**src/rtl/if_stage_pkg.sv**
```systemverilog
// Shared fetch-stage constants and the fetch buffer entry type.
package sys_defs;

  localparam logic [31:0] NOOP_INST        = 32'h0000_0013;
  localparam logic [31:0] RESET_PC_DEFAULT = 32'h0000_0000;
  localparam int unsigned IF_CREDITS       = 2;

  typedef struct packed {
    logic [31:0] ir;
    logic [31:0] pc;
  } fetch_entry_t;

endpackage

```
**src/rtl/if_stage_if.sv**
```systemverilog
// Instruction memory request/response bus between fetch stage and memory.
interface if_stage_if;

  logic        imem_req;
  logic [31:0] imem_addr;
  logic        imem_gnt;
  logic        imem_rvalid;
  logic [31:0] imem_rdata;

  modport master (
    output imem_req, imem_addr,
    input  imem_gnt, imem_rvalid, imem_rdata
  );

  modport slave (
    input  imem_req, imem_addr,
    output imem_gnt, imem_rvalid, imem_rdata
  );

endinterface

```
**src/rtl/if_stage_fifo.sv**
```systemverilog
// Two-entry {instruction, PC} fetch buffer with flush; push+pop allowed together.
module fetch_fifo
  import sys_defs::*;
(
  input  logic         clk,
  input  logic         rst,
  input  logic         i_push,
  input  logic         i_pop,
  input  logic         i_flush,
  input  fetch_entry_t i_wdata,
  output fetch_entry_t o_rdata,
  output logic         o_full,
  output logic         o_empty
);

  fetch_entry_t r_mem [2];
  logic         r_wp;
  logic         r_rp;
  logic [1:0]   r_cnt;
  logic         w_push;
  logic         w_pop;

  assign w_pop  = i_pop && (r_cnt != 2'd0);
  assign w_push = i_push && ((r_cnt != 2'd2) || w_pop);

  always_ff @(posedge clk or posedge rst) begin
    if (rst) begin
      r_wp  <= 1'b0;
      r_rp  <= 1'b0;
      r_cnt <= '0;
    end else if (i_flush) begin
      r_wp  <= 1'b0;
      r_rp  <= 1'b0;
      r_cnt <= '0;
    end else begin
      if (w_push) r_wp <= ~r_wp;
      if (w_pop)  r_rp <= ~r_rp;
      r_cnt <= r_cnt + {1'b0, w_push} - {1'b0, w_pop};
    end
  end

  always_ff @(posedge clk) begin
    if (w_push && !i_flush) r_mem[r_wp] <= i_wdata;
  end

  assign o_rdata = r_mem[r_rp];
  assign o_full  = (r_cnt == 2'd2);
  assign o_empty = (r_cnt == 2'd0);

endmodule

```
**src/rtl/if_stage.sv**
```systemverilog
// Instruction fetch stage: credit-limited requests, in-order PC pairing,
// redirect with response dropping, and the IF/ID pipeline register.
module if_stage
  import sys_defs::*;
#(
  parameter logic [31:0] RESET_PC = RESET_PC_DEFAULT
) (
  input  logic              clk,
  input  logic              rst,
  input  logic              id_stall,
  input  logic              ex_take_branch,
  input  logic [31:0]       ex_target_PC,
  if_stage_if.master        imem,
  output logic [31:0]       if_id_IR,
  output logic [31:0]       if_id_PC,
  output logic              if_id_valid
);

  logic [31:0]  r_pc;
  logic [1:0]   r_out;
  logic [1:0]   r_drop;
  logic [31:0]  r_pcq [2];

  logic         w_ff_full;
  logic         w_ff_empty;
  fetch_entry_t w_ff_head;
  fetch_entry_t w_rsp;
  logic [1:0]   w_ff_cnt;
  logic [2:0]   w_credits;
  logic         w_fire;
  logic         w_rsp_ok;
  logic         w_load_head;
  logic         w_bypass;
  logic         w_ff_push;
  logic [1:0]   w_out_next;
  logic         w_pcq_wr;

  assign w_ff_cnt  = w_ff_full ? 2'd2 : (w_ff_empty ? 2'd0 : 2'd1);
  assign w_credits = {1'b0, r_out} + {1'b0, w_ff_cnt};

  assign imem.imem_req  = !rst && !ex_take_branch && (w_credits < 3'(IF_CREDITS));
  assign imem.imem_addr = r_pc;

  assign w_fire     = imem.imem_req && imem.imem_gnt;
  assign w_out_next = r_out + {1'b0, w_fire} - {1'b0, imem.imem_rvalid};

  // A response on the redirect cycle is stale as well, so it never counts as usable.
  assign w_rsp_ok    = imem.imem_rvalid && (r_drop == 2'd0) && !ex_take_branch;
  assign w_rsp       = {imem.imem_rdata, r_pcq[0]};
  assign w_load_head = !ex_take_branch && !id_stall && !w_ff_empty;
  assign w_bypass    = !ex_take_branch && !id_stall && w_ff_empty && w_rsp_ok;
  assign w_ff_push   = w_rsp_ok && !w_bypass;

  assign w_pcq_wr = (r_out == 2'd1) && !imem.imem_rvalid;

  always_ff @(posedge clk or posedge rst) begin
    if (rst) begin
      r_pc   <= RESET_PC;
      r_out  <= '0;
      r_drop <= '0;
    end else begin
      r_out <= w_out_next;
      if (ex_take_branch) begin
        r_pc   <= ex_target_PC;
        r_drop <= w_out_next;
      end else begin
        if (w_fire) r_pc <= r_pc + 32'd4;
        if (imem.imem_rvalid && (r_drop != 2'd0)) r_drop <= r_drop - 2'd1;
      end
    end
  end

  // Every response pops the PC queue, dropped or not, so pairing stays in order.
  always_ff @(posedge clk) begin
    if (imem.imem_rvalid) r_pcq[0] <= r_pcq[1];
    if (w_fire)           r_pcq[w_pcq_wr] <= r_pc;
  end

  always_ff @(posedge clk or posedge rst) begin
    if (rst) begin
      if_id_IR    <= NOOP_INST;
      if_id_PC    <= '0;
      if_id_valid <= 1'b0;
    end else if (ex_take_branch) begin
      if_id_IR    <= NOOP_INST;
      if_id_PC    <= '0;
      if_id_valid <= 1'b0;
    end else if (!id_stall) begin
      if (w_load_head) begin
        if_id_IR    <= w_ff_head.ir;
        if_id_PC    <= w_ff_head.pc;
        if_id_valid <= 1'b1;
      end else if (w_bypass) begin
        if_id_IR    <= w_rsp.ir;
        if_id_PC    <= w_rsp.pc;
        if_id_valid <= 1'b1;
      end else begin
        if_id_IR    <= NOOP_INST;
        if_id_PC    <= '0;
        if_id_valid <= 1'b0;
      end
    end
  end

  fetch_fifo u_fifo (
    .clk     (clk),
    .rst     (rst),
    .i_push  (w_ff_push),
    .i_pop   (w_load_head),
    .i_flush (ex_take_branch),
    .i_wdata (w_rsp),
    .o_rdata (w_ff_head),
    .o_full  (w_ff_full),
    .o_empty (w_ff_empty)
  );

endmodule

```
**src/flat_wrapper.sv**
```systemverilog
// flat-port wrapper written by rule: the top's interface ports become plain ports
module if_stage_flat import sys_defs::*;
#(
  parameter logic [31:0] RESET_PC = RESET_PC_DEFAULT
)
  (clk, rst, id_stall, ex_take_branch, ex_target_PC, if_id_IR, if_id_PC, if_id_valid, imem_imem_req, imem_imem_addr, imem_imem_gnt, imem_imem_rvalid, imem_imem_rdata);
  if_stage_if imem_i ();
  input  logic clk;
  input  logic rst;
  input  logic id_stall;
  input  logic ex_take_branch;
  input  logic [31:0] ex_target_PC;
  output logic [31:0] if_id_IR;
  output logic [31:0] if_id_PC;
  output logic if_id_valid;
  output wire logic [$bits(imem_i.imem_req)-1:0] imem_imem_req;
  output wire logic [$bits(imem_i.imem_addr)-1:0] imem_imem_addr;
  input wire logic [$bits(imem_i.imem_gnt)-1:0] imem_imem_gnt;
  input wire logic [$bits(imem_i.imem_rvalid)-1:0] imem_imem_rvalid;
  input wire logic [$bits(imem_i.imem_rdata)-1:0] imem_imem_rdata;
  assign imem_imem_req = imem_i.imem_req;
  assign imem_imem_addr = imem_i.imem_addr;
  assign imem_i.imem_gnt = imem_imem_gnt;
  assign imem_i.imem_rvalid = imem_imem_rvalid;
  assign imem_i.imem_rdata = imem_imem_rdata;
  if_stage #(.RESET_PC(RESET_PC)) u_core (.clk(clk), .rst(rst), .id_stall(id_stall), .ex_take_branch(ex_take_branch), .ex_target_PC(ex_target_PC), .imem(imem_i), .if_id_IR(if_id_IR), .if_id_PC(if_id_PC), .if_id_valid(if_id_valid));
endmodule
```
**config.mk**
```make
export PLATFORM = sky130hd
export DESIGN_NAME = if_stage_flat
export DESIGN_NICKNAME = d
export VERILOG_FILES = /design/src/rtl/if_stage_pkg.sv /design/src/rtl/if_stage_if.sv /design/src/rtl/if_stage_fifo.sv /design/src/rtl/if_stage.sv /design/src/flat_wrapper.sv
export SDC_FILE = /design/constraint.sdc
export NUM_CORES = 1
export LEC_CHECK = 0
export CORE_ASPECT_RATIO = 1.25
export CORE_MARGIN = 4
export CORE_UTILIZATION = 56
export CTS_BUF_LIST = sky130_fd_sc_hd__clkbuf_2
export CTS_CLUSTER_DIAMETER = 100
export DETAILED_ROUTE_END_ITERATION = 6
export GPL_ROUTABILITY_DRIVEN = 0
export HOLD_SLACK_MARGIN = 0.15
export PLACE_DENSITY = 0.89
export SLEW_MARGIN = 25
export SYNTH_ARGS = -nofsm -noshare
export SYNTH_HDL_FRONTEND = slang
export SYNTH_SLANG_ARGS = --single-unit
```
**constraint.sdc**
```tcl
create_clock -name clk -period 5.76 [get_ports clk]
set_clock_uncertainty 0.05 [all_clocks]
set_input_delay 1.44 -clock clk [delete_from_list [all_inputs] [get_ports clk]]
set_output_delay 1.44 -clock clk [all_outputs]
set_load 0.05 [all_outputs]
```
==> flow_results.org, run 1 <==
** Outcome
- Result of the run :: finished clean

** Setup path
- Critical path endpoint category :: output pin
- At the worst endpoint, the arrival time is approximately 3.3 ns.
- CP Data Required Time :: around 4.3 ns
- The worst setup path is of the in -> out kind.
- Of all nets on the critical path, the largest fanout is 3.
- Critical path startpoint category :: primary input

** Timing
- Timing would allow up to approximately 0.21 GHz.
- Count of endpoints failing hold in the final timing report :: 0
- RSZ-0062 raised after global routing :: no
- Post-layout minimum cycle time :: 4.75 ns
- For the pin with the worst max-slew slack, the measured transition is just over 0.9 ns.
- Final max-slew violation count :: 0
- Fin Setup TNS :: 0 ns
- The worst path uses between 80% and 90% of the clock period.
- Setup violations, final :: 0
- The worst pin sits at a relative slew slack of 37.6%.

** Run
- Max-cap violations in this run came to 0.

** Drt
- In this run the remaining antenna-violating nets after routing total 0.
- For this run, design rule violations remaining after detail routing come to 0.
- Number of iterations in the first detailed-routing pass :: 5
- The final layout contains routed wiring with a total length of roughly 26000 µm.
- Via Count :: 7799
- After detailed routing, the average wire length per cell comes to 19.5 µm.
- The first routing iteration left about 550 violations.
- Via-per-instance ratio :: 5.88

** Clock tree
- Cell chosen for the clock root :: sky130_fd_sc_hd__clkbuf_2
- Clock latency on the worst-skew pair :: 0.78 ns
- For this design, the CTS-stage hold fixing added 0 buffers.
- The number of clock buffers added by TritonCTS is between 60 and 70.
- Worst-case clock buffer depth :: 3
- Clock-pin slew was measured on the worst setup and hold paths at 0.11 ns.
- Once the clock tree was built, the setup fixing pass inserted 0 buffers.
- CTS saw about 300 sinks.
- After clock tree synthesis, the repair step resized 0 gates.
- TritonCTS clock tree :: yes
- H-tree level count :: 3

** Final layout
- Counting the fill cells in the layout gives 1424.
- Summing all multi-input logic gate instances after layout gives 3180 µm².
- Synth-to-layout area growth :: 22.1%
- Final core occ :: 69.3%
- Final layout net count :: roughly 1100
- FF/Latch Area :: 8400 µm²
- Final standard cell count with taps included and fillers excluded :: 1326
- Fraction of final layout cells with drive strength greater than 1 :: 16.9%

** Power and ir drop
- The worst-case IR drop observed on VDD is 0.000280 V.
- Total leakage power :: roughly 5.3 nW
- The design draws 4.85 mW.
- Power per cell area :: between 300 and 400 nW/µm²

** Synth
- Synth Area per Inst :: roughly 15 µm²
- Top cell type's share of synthesized area :: between 40 and 50%
- Summing the areas of all fa, ha and maj instances in the mapped netlist gives 0.807% of the synthesized area.
- Yosys printed 0 warnings.
- Cell taking the most area after synthesis :: sky130_fd_sc_hd__edfxtp_1
- Largest cells by area after synthesis :: sky130_fd_sc_hd__edfxtp_1 49%, sky130_fd_sc_hd__dfrtp_1 22%, sky130_fd_sc_hd__mux2i_1 5.4%
- The synthesized netlist devotes 0.743% of its cell area to XOR and XNOR gates.
- Of all flip-flops after synthesis, the portion carrying an async set or reset was 35.4%.
- Number of enable flip-flop cells after synthesis :: 192
- The number of nets handed over by synthesis was 871.
- In the synthesized netlist, the number of instances is 794.
- Mux cell area share after synthesis :: 8.60%
- Sequential-to-total area share from yosys stat :: 71.3%
- Combinational family with the most area after synthesis :: compound AO/OA/AOI/OAI gates
- Synthesized-area fraction occupied by ao, oa, aoi and oai cells :: about 11%
- The most used flip-flop cell after synthesis is sky130_fd_sc_hd__edfxtp_1.
- After Yosys synthesis, and, or, nand and nor cells account for 5.78% of the synthesized area.
- Count of distinct cell types in the synthesized netlist :: 56
- Synthesis inferred 297 register bits.
- Netlist Area Pre-Place :: between 10000 and 15000 µm²

** Floorplan
- FP Rows :: 59
- DIE WIDTH :: 138 µm
- The die covers 23400 µm².
- Core box area :: 20700 µm²
- Initial Utilization :: 56.8%
- Die Y :: 170 µm
- In this run the count of I/O pins placed on the die edge is 168.

** Global route
- GR Overflow Total :: 0
- Entering global routing, the biggest net connects 82 pins.
- The number of global-route vias before repair is just over 8000.
- Initial antenna violation count :: 1
- Global-route total usage across every layer :: 22.6%
- The first global-routing pass estimated 41600 µm of wire.

** Worst hold path
- The tightest min-delay check is of the reg -> reg type.

** Place
- Placed cells :: 1201
- Detailed placement finished with a half-perimeter wire length of between 15000 and 20000 µm.
- Port bufs :: approximately 170
synthesized netlist by cell type, types with 2 or more instances:
cell type,count
sky130_fd_sc_hd__a21o_1,3
sky130_fd_sc_hd__a21oi_1,4
sky130_fd_sc_hd__a221o_1,8
sky130_fd_sc_hd__a22oi_1,64
sky130_fd_sc_hd__a41oi_1,2
sky130_fd_sc_hd__and3_1,5
sky130_fd_sc_hd__buf_2,5
sky130_fd_sc_hd__buf_4,2
sky130_fd_sc_hd__clkbuf_1,38
sky130_fd_sc_hd__dfrtp_1,102
sky130_fd_sc_hd__dfstp_2,3
sky130_fd_sc_hd__edfxtp_1,192
sky130_fd_sc_hd__ha_1,6
sky130_fd_sc_hd__inv_1,13
sky130_fd_sc_hd__mux2_1,4
sky130_fd_sc_hd__mux2_2,30
sky130_fd_sc_hd__mux2i_1,63
sky130_fd_sc_hd__nand2_1,40
sky130_fd_sc_hd__nand2b_1,2
sky130_fd_sc_hd__nand3_1,19
sky130_fd_sc_hd__nand4_1,15
sky130_fd_sc_hd__nor2_1,23
sky130_fd_sc_hd__nor2b_1,3
sky130_fd_sc_hd__nor3_1,5
sky130_fd_sc_hd__nor4_1,2
sky130_fd_sc_hd__o211ai_1,14
sky130_fd_sc_hd__o21ai_0,67
sky130_fd_sc_hd__o21ai_1,12
sky130_fd_sc_hd__o22ai_1,3
sky130_fd_sc_hd__o311ai_0,3
sky130_fd_sc_hd__o311ai_1,6
sky130_fd_sc_hd__or3_1,4
sky130_fd_sc_hd__xnor2_1,7
sky130_fd_sc_hd__xor2_1,3
cell type report:
class | count | area share [%]
clock buffer | 105 | 3.65
timing repair buffer | 179 | 12.3
multi-input combinational | 436 | 22.1
tap | 274 | 2.38
clock inverter | 19 | 0.696
antenna | 1 | 0.0174
inverter | 15 | 0.426
sequential | 297 | 58.4
worst max-delay path: stages:
cell                              delay [ns]
sky130_fd_sc_hd__clkdlybuf4s50_1        0.49
sky130_fd_sc_hd__nor4_2                 0.44
sky130_fd_sc_hd__clkdlybuf4s50_1        0.88
power by group:
part	total, mW	switching, mW	internal (mW)
clock network	1.29	0.763	0.530
logic	0.933	0.587	0.346
registers	2.62	0.162	2.46
total	4.85	1.51	3.33
final timing paths:
check	start	end	slack, ns	depth (start not counted)
worst max-delay path	rst	imem_imem_req	1.01	3
worst min-delay path	u_core.r_pcq[0][17]	u_core.u_fifo.r_mem[1][17]	0.43	0
worst max register to register	u_core.u_fifo.r_cnt[1]	u_core.r_pcq[0][24]	1.92	9
worst min register to register	u_core.r_pcq[0][17]	u_core.u_fifo.r_mem[1][17]	0.43	0
max in group asynchronous	rst	u_core.if_id_PC[29]	3.55	3
min in group asynchronous	rst	u_core.u_fifo.r_wp	1.18	2
cells by family (layout without fill, tap and decap cells):
kind of cell    count (synthesis)  after routing
simple gates                  130            130
mux                            97             97
flops                         297            297
buf+inv                        61            318
xor+xnor                       10             10
fa+ha+maj                       7              7
compound gates                192            192
other cells                     0              1
stage by stage:
step / cell area [µm²] / hold WS, ns / worst slack [ns]
2_1_floorplan: 11800 / 0.396 / 0.478
3_3_place_gp: 13700 / 0.413 / 1.01
3_5_place_dp: 13800 / 0.424 / 0.948
4_1_cts: 14400 / 0.440 / 0.941
5_1_grt: 14400 / 0.447 / 0.890
6_report: 14400 / 0.435 / 1.01
state kept, by name, indices dropped and copies added, names as in the netlist, 2 cells and up:
register / cells
u_core.r_drop: 2
u_core.u_fifo.r_cnt: 2
u_core.u_fifo.r_mem: 128
u_core.if_id_PC: 32
u_core.if_id_IR: 32
u_core.r_out: 2
u_core.imem.imem_addr: 32
u_core.r_pcq: 64
layer usage:
metal	vias to the layer above	GRT usage [%]	wire length, µm
met1	3856	28.6	10100
met3	48	4.26	1770
met2	361	38.0	13400
li1	3534	-	-
met5	-	0	0
met4	0	9.76	605
cell usage in the layout, fill, tap and decap left out, types with 3 or more instances in the layout:
cell type	count
sky130_fd_sc_hd__a21o_1	3
sky130_fd_sc_hd__nor2_1	20
sky130_fd_sc_hd__clkbuf_2	105
sky130_fd_sc_hd__xnor2_1	7
sky130_fd_sc_hd__nand2_1	39
sky130_fd_sc_hd__dfstp_2	3
sky130_fd_sc_hd__nand3_1	19
sky130_fd_sc_hd__edfxtp_1	192
sky130_fd_sc_hd__inv_1	12
sky130_fd_sc_hd__o311ai_0	3
sky130_fd_sc_hd__mux2_1	4
sky130_fd_sc_hd__and3_1	5
sky130_fd_sc_hd__mux2i_1	63
sky130_fd_sc_hd__nor3_1	5
sky130_fd_sc_hd__o211ai_1	14
sky130_fd_sc_hd__a221o_1	8
sky130_fd_sc_hd__a21oi_1	4
sky130_fd_sc_hd__o21ai_1	12
sky130_fd_sc_hd__nand4_1	15
sky130_fd_sc_hd__clkinv_1	10
sky130_fd_sc_hd__ha_1	6
sky130_fd_sc_hd__o311ai_1	6
sky130_fd_sc_hd__a22oi_1	64
sky130_fd_sc_hd__clkdlybuf4s50_1	166
sky130_fd_sc_hd__or3_1	4
sky130_fd_sc_hd__inv_2	8
sky130_fd_sc_hd__buf_4	11
sky130_fd_sc_hd__dfrtp_1	101
sky130_fd_sc_hd__o22ai_1	3
sky130_fd_sc_hd__o21ai_0	67
sky130_fd_sc_hd__mux2_2	30
sky130_fd_sc_hd__xor2_1	3
Power figures use the tool's default switching activity.
==> inputs of run 2 (changes only) <==
==> constraint.sdc (replaced) <==
create_clock -name clk -period 4.8 [get_ports clk]
set_clock_uncertainty 0.05 [all_clocks]
set_input_delay 1.2 -clock clk [delete_from_list [all_inputs] [get_ports clk]]
set_output_delay 1.2 -clock clk [all_outputs]
set_load 0.05 [all_outputs]
==> run 2 against run 1 <==
Compared with the run above: cell area up 0.28%; clock power up 19%; clock-buffer cell count up 6; die area unchanged; cell count up 0.38%; via count down 1.4%; critical path depth up 1; critical endpoint unchanged.
==> flow_results.org, run 2 (synthesis results as in run 1) <==
** Outcome
- Result of the run :: finished clean

** Drt
- Initial DRC count :: 459 (-16%)
- Post-Route WL :: 25600 µm (-0.88%)
- The routed via count was 7688 (-1.4%).
- Final routed DRC violation total :: 0 (unchanged)
- Number of iterations in the first detailed-routing pass :: 5 (unchanged)
- The routed via count divided by cell count was 5.78 (-1.8%).
- The number of routed nets with antenna violations came to 0 (unchanged).
- The wire length per cell came to 19.2 µm (-1.2%).

** Final layout
- Commonest cells after routing, fill and taps aside :: 192 x sky130_fd_sc_hd__edfxtp_1, 166 x sky130_fd_sc_hd__clkdlybuf4s50_1, 111 x sky130_fd_sc_hd__clkbuf_2
- Registers with the highest flip-flop counts :: u_core.u_fifo.r_mem (128), u_core.r_pcq (64)
- The count of filler cells inserted in the layout came to 1431 (+0.49%).
- Register ranked first by flip-flop count :: u_core.u_fifo.r_mem
- Final layout net count :: 1078 (+0.47%)
- The non-filler instance count after layout came to 1331 (+0.38%).
- Synth-to-layout area growth :: 22.4%
- Fraction of final layout cells with drive strength greater than 1 :: 17.3% (+0.39 points)
- Max FFs per register :: 128 (unchanged)
- Post-route cell area :: 14400 µm² (+0.28%)
- Leaving out fill and tap cells, the most frequent cell in the layout is sky130_fd_sc_hd__edfxtp_1.

** Clock tree
- Count of cells resized by post-cts repair :: 0 (unchanged)
- The total clock buffers created by CTS was 69 (+3.0%).
- The root buffer cell chosen for the clock tree is sky130_fd_sc_hd__clkbuf_2.
- The cts-stage hold buffer count is 0 (unchanged).
- The buffers inserted during post-CTS setup optimization was 0 (unchanged).
- The clock transition time at the flip-flop clock pins of the worst setup and hold paths was 0.12 ns (about the same).
- TritonCTS built the clock tree.
- The buffer depth of the longest clock path came to 3 (unchanged).
- The clock latency on the worst-skew pair is 0.78 ns (about the same).
- Clock sink count :: 297 (unchanged)
- H-tree level count :: 3 (unchanged)

** Floorplan
- IO Count :: 168 (unchanged)
- FP Rows :: 59 (unchanged)
- Initial Utilization :: 56.8% (unchanged)
- The height of the die is 170 µm (unchanged).
- Core box area :: 20700 µm² (unchanged)
- DIE WIDTH :: 138 µm (unchanged)
- Full die area :: 23400 µm² (unchanged)

** Setup path
- The flop-to-flop setup slack came to 1.73 ns (-0.19 ns).
- The number of cells on the critical path is 4 (+1).
- The depth of the worst register-to-register path was 10 (+1).
- Critical path endpoint category :: output pin
- Walking the worst path, the cells encountered are nor2b_1 > fa_1 > nor4_2 > clkdlybuf4s50_1.
- CP Data Arrival Time :: 3.09 ns (-0.17 ns)
- Critical-path cell with the highest stage delay :: sky130_fd_sc_hd__clkdlybuf4s50_1
- The worst setup path is of the reg -> out kind.
- In this run the critical register-to-register path is captured at u_core.imem.imem_addr[16].
- Critical path startpoint category :: flip-flop
- The total buffers and inverters traversed by the critical path is 1 (-1).
- Critical R2R Launch :: u_core.u_fifo.r_cnt[1]
- CP Data Required Time :: 3.55 ns (-0.72 ns)
- Maximum single-stage delay on the critical path :: 0.87 ns (about the same)
- Critical path fanouts, max :: 4 (+1)
- The kind of cell with the highest combined delay along the critical path is buffers and inverters.

** Place
- Port bufs :: 167 (unchanged)
- The instance area after placement came to 13800 µm² (+0.38%).
- Post-detail-place hpwl :: 16200 µm (+0.51%)
- Placed cells :: 1204 (+0.25%)

** Global route
- Global-route wire length before repair :: 41100 µm (-1.2%)
- Global-route total usage across every layer :: 22.3% (-0.28 points)
- The largest net degree at the start of global routing is 62 (-24%).
- The remaining global-route overflow is 0 (unchanged).
- Number of global-route vias before repair :: 8097 (-1.6%)
- The initial antenna violation count is 1 (unchanged).

** Worst hold path
- Worst Hold Launch :: u_core.r_pcq[0][3]
- The number of cells on the worst hold path is 0 (unchanged).
- Hold EP :: u_core.u_fifo.r_mem[0][3]
- Hold Crit Class :: reg -> reg

** Timing
- Transition time at the pin with the least slew margin :: 0.959 ns (+0.0324 ns)
- Count of endpoints failing hold in the final timing report :: 0 (unchanged)
- Fin Setup TNS :: 0 ns (unchanged)
- Setup violations, final :: 0 (unchanged)
- Post-layout minimum cycle time :: roughly 4.3 ns
- F_max :: roughly 0.23 GHz
- The worst relative slew slack is 35.4% (-2.2 points).
- Hold Slack :: 0.443 ns (+0.00778 ns)
- In the finished design, the share of the clock period the worst path needs comes to 90.5%.
- The number of slew-limit violations in the final report is 0 (unchanged).
- Setup repair after global routing left no endpoint under its margin.

** Power and ir drop
- The power per unit of standard cell area came to 402 nW/µm² (+19%).
- Maximum ir drop on the vdd rail :: 0.000200 V (-28%)
- Total leakage power :: 5.33 nW (+0.41%)
- The post-route total power was 5.80 mW (+20%).

** Run
- The count of maximum capacitance violations was 0 (unchanged).
run 2: cell count changes in the layout (fill, tap and decap cells not counted), sizes merged:
cell,previous run,this run
buf,13,16
bufinv,1,0
clkbuf,105,111
clkinv,12,11
inv,21,19
run 2: how the worst max path moves through the flow:
| stage | from | to | slack [ns] |
|---|---|---|---|
| after floorplan | id_stall | u_core.u_fifo.r_mem[0][0] | -0.24 |
| after global placement | rst | imem_imem_req | 0.67 |
| after detailed placement | rst | imem_imem_req | 0.63 |
| after CTS | u_core.u_fifo.r_cnt[1] | imem_imem_req | 0.36 |
| after global routing | u_core.u_fifo.r_cnt[1] | imem_imem_req | 0.23 |
| final | u_core.u_fifo.r_cnt[1] | imem_imem_req | 0.46 |
run 2: area by class of cell:
| cell class | instances | area (µm²) | share of cell area, % |
|---|---|---|---|
| diodes | 1 | 2.50 | 0.0174 |
| clock buffers | 111 | 556 | 3.85 |
| clock inverters | 15 | 57.6 | 0.399 |
| inverters | 15 | 58.8 | 0.408 |
| multi-input cells | 436 | 3180 | 22.1 |
| flip-flops and latches | 297 | 8400 | 58.2 |
| well taps | 274 | 343 | 2.38 |
| repair buffers | 182 | 1820 | 12.6 |
run 2: through the flow:
step | worst slack [ns] | utilization, %
floorplan | -0.242 | -
global placement | 0.672 | 66.4
detailed placement | 0.627 | 66.6
CTS | 0.359 | 69.5
global route | 0.231 | 69.5
finish | 0.457 | 69.5
run 2: per-layer routing:
| layer | vias up | wire length [µm] | track usage, % |
|---|---|---|---|
| met5 | - | 0 | 0 |
| met4 | 0 | 584 | 8.90 |
| met3 | 46 | 1560 | 4.32 |
| met2 | 320 | 13300 | 37.2 |
| met1 | 3786 | 10200 | 28.8 |
| li1 | 3536 | - | - |
run 2: power by group:
group	leakage [nW]	total [mW]	internal [mW]	switching [mW]
Combinational	1.69	1.13	0.422	0.712
Clock	0.500	1.54	0.607	0.931
Sequential	3.14	3.13	2.95	0.183
